==> src/rtl/axil_csr_pkg.sv <==
// Shared types and constants for the AXI4-Lite to CSR bridge.
package axil_csr_pkg;

  typedef enum logic [2:0] {
    IDLE    = 3'd0,
    WR_REQ  = 3'd1,
    RD_REQ  = 3'd2,
    WR_RESP = 3'd3,
    RD_RESP = 3'd4
  } state_e;

  localparam logic [31:0] ERR_RDATA_DEFAULT = 32'hDEAD_BEEF;

  // Counter width for the CSR ack timeout; TIMEOUT must fit in it.
  localparam int TIMEOUT_W = 16;

endpackage

==> src/rtl/axil_csr_timeout.sv <==
// Ack-wait counter: cleared on request start, counts cycles without ack,
// flags expiry on the TIMEOUT-th cycle of an unacknowledged request.
module axil_csr_timeout
  import axil_csr_pkg::*;
#(
  parameter int TIMEOUT = 255
) (
  input  logic clk,
  input  logic rst,
  input  logic start,
  input  logic run,
  input  logic ack,
  output logic expire
);

  localparam logic [TIMEOUT_W-1:0] LAST = TIMEOUT_W'(TIMEOUT - 1);

  logic [TIMEOUT_W-1:0] cnt_q, cnt_d;

  always_comb begin
    cnt_d = cnt_q;
    if (start) begin
      cnt_d = '0;
    end else if (run && !ack) begin
      cnt_d = cnt_q + 1'b1;
    end
  end

  // An ack in the final cycle still wins over expiry.
  assign expire = run && !ack && (cnt_q == LAST);

  always_ff @(posedge clk or posedge rst) begin
    if (rst) begin
      cnt_q <= '0;
    end else begin
      cnt_q <= cnt_d;
    end
  end

endmodule

==> src/rtl/axil_csr_bridge.sv <==
// AXI4-Lite slave that turns each write or read into one req/ack CSR access,
// with one-entry AW/W/AR buffers, fair write/read arbitration and a timeout.
module axil_csr_bridge
  import axil_csr_pkg::*;
#(
  parameter int          ADDR_W    = 12,
  parameter int          TIMEOUT   = 255,
  parameter logic [31:0] ERR_RDATA = ERR_RDATA_DEFAULT
) (
  input  logic              clk,
  input  logic              rst,
  input  logic              s_axi_awvalid,
  output logic              s_axi_awready,
  input  logic [31:0]       s_axi_awaddr,
  input  logic [2:0]        s_axi_awprot,
  input  logic              s_axi_wvalid,
  output logic              s_axi_wready,
  input  logic [31:0]       s_axi_wdata,
  input  logic [3:0]        s_axi_wstrb,
  output logic              s_axi_bvalid,
  input  logic              s_axi_bready,
  input  logic              s_axi_arvalid,
  output logic              s_axi_arready,
  input  logic [31:0]       s_axi_araddr,
  input  logic [2:0]        s_axi_arprot,
  output logic              s_axi_rvalid,
  input  logic              s_axi_rready,
  output logic [31:0]       s_axi_rdata,
  output logic              csr_req,
  output logic              csr_we,
  output logic [ADDR_W-1:0] csr_addr,
  output logic [31:0]       csr_wdata,
  output logic [3:0]        csr_wstrb,
  input  logic              csr_ack,
  input  logic [31:0]       csr_rdata,
  output logic              err,
  input  logic              err_clr
);

  // Handshakes: a channel transfers on a cycle where valid && ready; the
  // master holds valid/payload until then, the bridge never withdraws valid.
  state_e state_q, state_d;

  logic              aw_full_q, aw_full_d;
  logic [ADDR_W-1:0] aw_addr_q, aw_addr_d;
  logic              w_full_q, w_full_d;
  logic [31:0]       w_data_q, w_data_d;
  logic [3:0]        w_strb_q, w_strb_d;
  logic              ar_full_q, ar_full_d;
  logic [ADDR_W-1:0] ar_addr_q, ar_addr_d;
  logic              prefer_wr_q, prefer_wr_d;
  logic              csr_we_q, csr_we_d;
  logic [ADDR_W-1:0] csr_addr_q, csr_addr_d;
  logic [31:0]       csr_wdata_q, csr_wdata_d;
  logic [3:0]        csr_wstrb_q, csr_wstrb_d;
  logic [31:0]       rdata_q, rdata_d;
  logic              err_q, err_d;

  logic aw_hs, w_hs, ar_hs;
  logic wr_elig, rd_elig, grant_wr, grant_rd;
  logic to_start, to_run, expire;

  logic unused_inputs;
  assign unused_inputs = ^{s_axi_awprot, s_axi_arprot,
                           s_axi_awaddr[31:ADDR_W+2], s_axi_awaddr[1:0],
                           s_axi_araddr[31:ADDR_W+2], s_axi_araddr[1:0]};

  assign aw_hs = s_axi_awvalid && s_axi_awready;
  assign w_hs  = s_axi_wvalid && s_axi_wready;
  assign ar_hs = s_axi_arvalid && s_axi_arready;

  // Count a beat being captured this cycle so csr_req rises the next cycle.
  assign wr_elig  = (aw_full_q || aw_hs) && (w_full_q || w_hs);
  assign rd_elig  = ar_full_q || ar_hs;
  assign grant_wr = (state_q == IDLE) && wr_elig && (!rd_elig || prefer_wr_q);
  assign grant_rd = (state_q == IDLE) && rd_elig && !grant_wr;

  assign to_start = grant_wr || grant_rd;
  assign to_run   = (state_q == WR_REQ) || (state_q == RD_REQ);

  axil_csr_timeout #(
    .TIMEOUT(TIMEOUT)
  ) u_timeout (
    .clk   (clk),
    .rst   (rst),
    .start (to_start),
    .run   (to_run),
    .ack   (csr_ack),
    .expire(expire)
  );

  always_ff @(posedge clk or posedge rst) begin
    if (rst) begin
      state_q <= IDLE;
    end else begin
      state_q <= state_d;
    end
  end

  always_comb begin
    state_d = state_q;
    case (state_q)
      IDLE: begin
        if (grant_wr)      state_d = WR_REQ;
        else if (grant_rd) state_d = RD_REQ;
      end
      WR_REQ:  if (csr_ack || expire) state_d = WR_RESP;
      RD_REQ:  if (csr_ack || expire) state_d = RD_RESP;
      WR_RESP: if (s_axi_bready) state_d = IDLE;
      RD_RESP: if (s_axi_rready) state_d = IDLE;
      default: state_d = IDLE;
    endcase
  end

  always_comb begin
    s_axi_awready = 1'b0;
    s_axi_wready  = 1'b0;
    s_axi_arready = 1'b0;
    s_axi_bvalid  = 1'b0;
    s_axi_rvalid  = 1'b0;
    csr_req       = 1'b0;
    case (state_q)
      IDLE: begin
        s_axi_awready = !aw_full_q;
        s_axi_wready  = !w_full_q;
        s_axi_arready = !ar_full_q;
      end
      WR_REQ, RD_REQ: csr_req = 1'b1;
      WR_RESP:        s_axi_bvalid = 1'b1;
      RD_RESP:        s_axi_rvalid = 1'b1;
      default: ;
    endcase
  end

  always_comb begin
    aw_full_d   = aw_full_q;
    aw_addr_d   = aw_addr_q;
    w_full_d    = w_full_q;
    w_data_d    = w_data_q;
    w_strb_d    = w_strb_q;
    ar_full_d   = ar_full_q;
    ar_addr_d   = ar_addr_q;
    prefer_wr_d = prefer_wr_q;
    csr_we_d    = csr_we_q;
    csr_addr_d  = csr_addr_q;
    csr_wdata_d = csr_wdata_q;
    csr_wstrb_d = csr_wstrb_q;
    rdata_d     = rdata_q;
    err_d       = err_q;

    if (aw_hs) begin
      aw_full_d = 1'b1;
      aw_addr_d = s_axi_awaddr[ADDR_W+1:2];
    end
    if (w_hs) begin
      w_full_d = 1'b1;
      w_data_d = s_axi_wdata;
      w_strb_d = s_axi_wstrb;
    end
    if (ar_hs) begin
      ar_full_d = 1'b1;
      ar_addr_d = s_axi_araddr[ADDR_W+1:2];
    end

    // Only a contested cycle moves priority to the loser.
    if (state_q == IDLE && wr_elig && rd_elig) prefer_wr_d = grant_rd;

    if (grant_wr) begin
      csr_we_d    = 1'b1;
      csr_addr_d  = aw_full_q ? aw_addr_q : s_axi_awaddr[ADDR_W+1:2];
      csr_wdata_d = w_full_q ? w_data_q : s_axi_wdata;
      csr_wstrb_d = w_full_q ? w_strb_q : s_axi_wstrb;
    end else if (grant_rd) begin
      csr_we_d    = 1'b0;
      csr_addr_d  = ar_full_q ? ar_addr_q : s_axi_araddr[ADDR_W+1:2];
      csr_wdata_d = '0;
      csr_wstrb_d = 4'h0;
    end

    if (state_q == RD_REQ && csr_ack) rdata_d = csr_rdata;
    if (state_q == RD_REQ && expire)  rdata_d = ERR_RDATA;

    if (state_q == WR_RESP && s_axi_bready) begin
      aw_full_d = 1'b0;
      w_full_d  = 1'b0;
    end
    if (state_q == RD_RESP && s_axi_rready) ar_full_d = 1'b0;

    if (expire)       err_d = 1'b1;
    else if (err_clr) err_d = 1'b0;
  end

  always_ff @(posedge clk or posedge rst) begin
    if (rst) begin
      aw_full_q   <= 1'b0;
      aw_addr_q   <= '0;
      w_full_q    <= 1'b0;
      w_data_q    <= '0;
      w_strb_q    <= 4'h0;
      ar_full_q   <= 1'b0;
      ar_addr_q   <= '0;
      prefer_wr_q <= 1'b1;
      csr_we_q    <= 1'b0;
      csr_addr_q  <= '0;
      csr_wdata_q <= '0;
      csr_wstrb_q <= 4'h0;
      rdata_q     <= '0;
      err_q       <= 1'b0;
    end else begin
      aw_full_q   <= aw_full_d;
      aw_addr_q   <= aw_addr_d;
      w_full_q    <= w_full_d;
      w_data_q    <= w_data_d;
      w_strb_q    <= w_strb_d;
      ar_full_q   <= ar_full_d;
      ar_addr_q   <= ar_addr_d;
      prefer_wr_q <= prefer_wr_d;
      csr_we_q    <= csr_we_d;
      csr_addr_q  <= csr_addr_d;
      csr_wdata_q <= csr_wdata_d;
      csr_wstrb_q <= csr_wstrb_d;
      rdata_q     <= rdata_d;
      err_q       <= err_d;
    end
  end

  assign csr_we      = csr_we_q;
  assign csr_addr    = csr_addr_q;
  assign csr_wdata   = csr_wdata_q;
  assign csr_wstrb   = csr_wstrb_q;
  assign s_axi_rdata = rdata_q;
  assign err         = err_q;

endmodule
==> config.mk <==
export PLATFORM = sky130hd
export DESIGN_NAME = axil_csr_bridge
export DESIGN_NICKNAME = d
export VERILOG_FILES = /design/src/rtl/axil_csr_pkg.sv /design/src/rtl/axil_csr_timeout.sv /design/src/rtl/axil_csr_bridge.sv
export SDC_FILE = /design/constraint.sdc
export NUM_CORES = 1
export LEC_CHECK = 0
export CAP_MARGIN = 40
export CORE_UTILIZATION = 37
export CTS_BUF_LIST = sky130_fd_sc_hd__clkbuf_4 sky130_fd_sc_hd__clkbuf_8 sky130_fd_sc_hd__clkbuf_16
export CTS_CLUSTER_SIZE = 16
export DETAILED_ROUTE_END_ITERATION = 10
export GPL_TIMING_DRIVEN = 0
export PLACE_DENSITY = 0.73
export RECOVER_POWER = 100
export SKIP_LAST_GASP = 1
export SYNTH_ARGS = -nofsm -noshare
export SYNTH_HDL_FRONTEND = slang
export SYNTH_SLANG_ARGS = --single-unit
==> constraint.sdc <==
create_clock -name clk -period 16.03 [get_ports clk]
set_clock_uncertainty 0.15 [all_clocks]
set_input_delay 1.603 -clock clk [delete_from_list [all_inputs] [get_ports clk]]
set_output_delay 1.603 -clock clk [all_outputs]
set_load 0.005 [all_outputs]
# Yosys cells after proc, flatten, opt, wreduce, memory -nomap -nowiden
# Cells that the tools add are included.
# word_totals
elab_cells	102
inputBits	147
out_inout_bits	88
regBits	165
# op_classes
n_mux	37
reduce_logical	38
addsub	1
n_eq_ne	10
# op_table
operator	count
$mux 32	5
$mux 12	4
$mux 16	2
$mux 3	6
$add 16x1->16 const B	1
$eq 16x8->1 const B	1
$mux 1	16
$logic_and 1x1->1	15
$pmux 3 s5	1
$reduce_bool 2->1	7
$mux 4	3
$logic_or 1x1->1	7
$eq 3x2->1 const B	2
$logic_not 1->1	6
$reduce_and 5->1	1
$ne 2x1->1 const B	2
$ne 2x2->1 const B	2
$eq 3x1->1 const B	1
$eq 3x3->1 const B	1
$logic_not 3->1	1
$ne 3x3->1 const B	1
$reduce_or 2->1	1

# Logic depth before layout (Yosys ltp)
# depth
depth_word	12
mapped_depth	8

# Cells and area by module
# Synthesis repeated with hierarchy kept, for this count alone.
# unflattened
hier_cells	647
hier_area_um2	7543.5
# by_module_without_submodules
module	cells_per_inst	seq_area_each_um2	n_inst	area_per_inst_um2
axil_csr_bridge	558	3729.8	1	6682.7
axil_csr_timeout	89	400.4	1	860.8

# Worst setup path after synthesis
# No wires, ideal clock.
# synth_path
kind	input to register
start	in csr_ack
end	reg u_timeout.cnt_q[15]
slack_ps	13100
n_path_buf	0
stages	4
t_required_ps	15802
arrival_time_ps	2702
path_cell_list	and4bb_1 > nand4_2 > or4_1 > a21oi_1
# synth_between
elab_chain_len	3
# synth_rtl
element	line_no	source
start: declaration	axil_csr_bridge.sv:34	input logic csr_ack,
$logic_not 1->1	axil_csr_timeout.sv:24	end else if (run && !ack) begin
$logic_and 1x1->1	axil_csr_timeout.sv:24	
$reduce_bool 2->1 (no line)	n/a	
end signal: assignment	axil_csr_timeout.sv:36	cnt_q <= cnt_d;
end: declaration	axil_csr_timeout.sv:18	logic [TIMEOUT_W-1:0] cnt_q, cnt_d;
# Every way passes these cells.
# A chain may end at the register's enable or synchronous reset.

==> flow_summary.yaml <==
outcome:
  status: "finished, violations left"
  failed_checks: "capacitance limit, slew limit"
timing:
  min_period_over_period_pct: 24.7
  slew_violations: 62
  tns_ns: 0
  period_needed_ns: 3.95
  max_slew.worst_pin.slew_ns: 2.86
  rsz0062_at_grt: "no"
  fmax_mhz: 253
  hold_violations: 0
  holdWs_ns: 0.324
  finalSetupViolations: 0
  max_slew_margin_pct: -91.9
yosys:
  synth_top_area_share_pct: 56.7
  synth_nets: 746
  synthCells: 597
  yosys_warnings: 0
  synth-seq-cells: 165
  ys_seq_area_share_pct: 57.1
  synth_common_cells: "dfrtp_1, mux2i_1, nand2_1, mux2_1, o21ai_1"
  synth_flop_cell: "dfrtp_1"
  syn_area_um2: 7240
  synth_area_leaders: "dfrtp_1, mux2i_1, mux2_1, nand2_1, o21ai_1"
  synth.most_common_cell: "dfrtp_1"
  yosysUniqueCellTypes: 51
  async_flop_share_pct: 100
  syn_area_per_cell_um2: 12.1
  yosysTopAreaCell: "dfrtp_1"
  synth_edf_count: 0
pwr:
  power.density_nw_per_um2: 173
  ir_drop_v: 0.0000848
  leakage_nw: 4.67
  p_total_mw: 1.74
clock_tree:
  cts_hold_buf: 0
  cts_resized: 0
  clockRootBuffer: "clkbuf_16"
  cts.htree.levels: 4
  cts_setup_buffers: 0
  cts_sinks: 165
  cts_tree: "built"
  cts_made_buffers: 17
  insertion_delay_ns: 0.42
  cts_max_path_buffers: 2
  clk_pin_slew_ns: 0.07
routing:
  vias: 5304
  wl_per_cell_um: 16.1
  wirelength_um: 17300
  drtIter0Drc: 194
  wl_met1_um: 7760
  post-route-drc-count: 0
  top_layer_used: "met4"
  viasPerCell: 4.92
  drt_pass1_iterations: 5
  wl_met3_um: 1110
  ant_nets: 0
  wl_met2_um: 8280
setup_path:
  path_max_fanout: 104
  path_class: "input pin to asynchronous set/reset pin"
  slowest_delay_ns: 1.61
  cp.arrival_ns: 4.32
  critPathLaunchType: "input pin"
  crit_slowest_cell: "clkinvlp_2"
  path_cells: "dlygate4sd3_1, clkinvlp_2, buf_16"
  endpoint_kind: "asynchronous set/reset pin"
  crit_required_ns: 16.40
cells_and_area:
  drive_gt1_share_pct: 6.60
  stdcell_area_um2: 10000
  n_fill_cell: 1677
  final_util_pct: 52.8
  fin_nets: 954
  syn2layout_area_growth_pct: 38.3
min_path:
  hp-class: "flip-flop to flip-flop"
global_routing:
  globalRoute.totalOverflow: 0
  grt_use_total_pct: 18.0
  grt_pass1_vias: 5374
  grt_antenna_before_repair: 1
  grt_first_pass_wirelength_um: 27900
  grt_max_degree: 105
placed_design:
  place_area_um2: 9480
  port_buffers: 188
  routabilityCongestion: 0.767
  dp_hpwl_um: 12000
floorplanning:
  core_area_um2: 19000
  rows: 50
  initial_core_util_pct: 38.2
  die_h_um: 142
  die_w_um: 142
  io-pin-count: 235
  dieArea_um2: 20100
flow_run:
  cap_violations: 1
==> worst paths after layout <==
kind | start | to | slack (ns) | cells after the start
hold reg to reg | csr_we$_DFFE_PP0N_ | csr_we$_DFFE_PP0N_ | 0.32 | 2
setup reg to reg | ar_full_q$_DFFE_PP0P_ | csr_wdata[9]$_DFFE_PP0N_ | 13.31 | 7
hold / removal | csr_we$_DFFE_PP0N_ | csr_we$_DFFE_PP0N_ | 0.32 | 2
max in group clk | state_q[0]$_DFFE_PP0P_ | s_axi_wready | 12.08 | 4
min in group asynchronous | rst | csr_wdata[17]$_DFFE_PP0N_ | 2.29 | 2
setup / recovery | rst | prefer_wr_q$_DFFE_PP1P_ | 12.08 | 3
==> state kept, by name (all words and copies together), names as in the netlist <==
register and cells:
ar_addr_q 12, ar_full_q 1, aw_addr_q 12, aw_full_q 1, csr_addr 12, csr_wdata 32
csr_we 1, csr_wstrb 4, err 1, prefer_wr_q 1, s_axi_rdata 32, state_q 3
u_timeout.cnt_q 16, w_data_q 32, w_full_q 1, w_strb_q 4
==> placed cells by master, fill, tap and decap left out, types with 7 or more instances in the layout <==
master / n
or3_1: 8
a21oi_1: 14
nand3_1: 7
nand2_1: 85
o21ai_0: 43
clkbuf_16: 17
dfrtp_1: 164
o221ai_1: 14
mux2i_1: 84
nor2_1: 15
xor2_1: 7
mux2_1: 56
a22o_1: 9
dlygate4sd3_1: 91
clkbuf_1: 21
clkdlybuf4s50_1: 97
==> cell families (layout without fill, tap and decap cells) <==
logic type | count (synthesis) | in the layout | share of synthesized area, %
muxes | 144 | 144 | 21.0
other | 0 | 1 | 0
adders and majority gates | 2 | 2 | 0.346
and+or+nand+nor | 144 | 144 | 9.58
AOI/OAI and AO/OA | 89 | 89 | 7.56
buffers and inverters | 42 | 263 | 3.06
DFF | 165 | 165 | 57.1
xor gates and xnor gates | 11 | 11 | 1.44
==> final cells by class <==
class	count	area, um2	share of cell area, %
Clock buffer	17	425	4.25
Buffer	35	163	1.63
Tap cell	260	325	3.25
Inverter	7	27.5	0.275
Clock inverter	15	165	1.65
Sequential cell	165	4130	41.3
Multi-Input combinational cell	390	2860	28.6
Antenna cell	1	2.50	0.0250
Timing Repair Buffer	189	1910	19.1
==> through the flow <==
step | cells | setup WS [ns]
4_1_cts | 1078 | 12.07
6_report | 1079 | 12.08
5_1_grt | 1079 | 11.63
2_1_floorplan | 597 | 9.82
3_3_place_gp | 1045 | 7.36
3_5_place_dp | 1046 | 12.26
==> critical path, delay by kind of cell <==
| kind | cells | cell delay [ns] |
|---|---|---|
| buffers and inverters | 3 | 2.62 |
==> layer usage <==
metal | GRT usage, % | vias to the layer above
met1 | 21.9 | 2608
met4 | 4.75 | 0
li1 | - | 2536
met5 | 0 | -
met2 | 30.3 | 148
met3 | 6.34 | 12
==> power breakdown <==
part | switching, mW | internal (mW)
clock | 0.179 | 0.233
sequential | 0.0794 | 0.583
combinational | 0.324 | 0.337
Power figures use the tool's default switching activity.
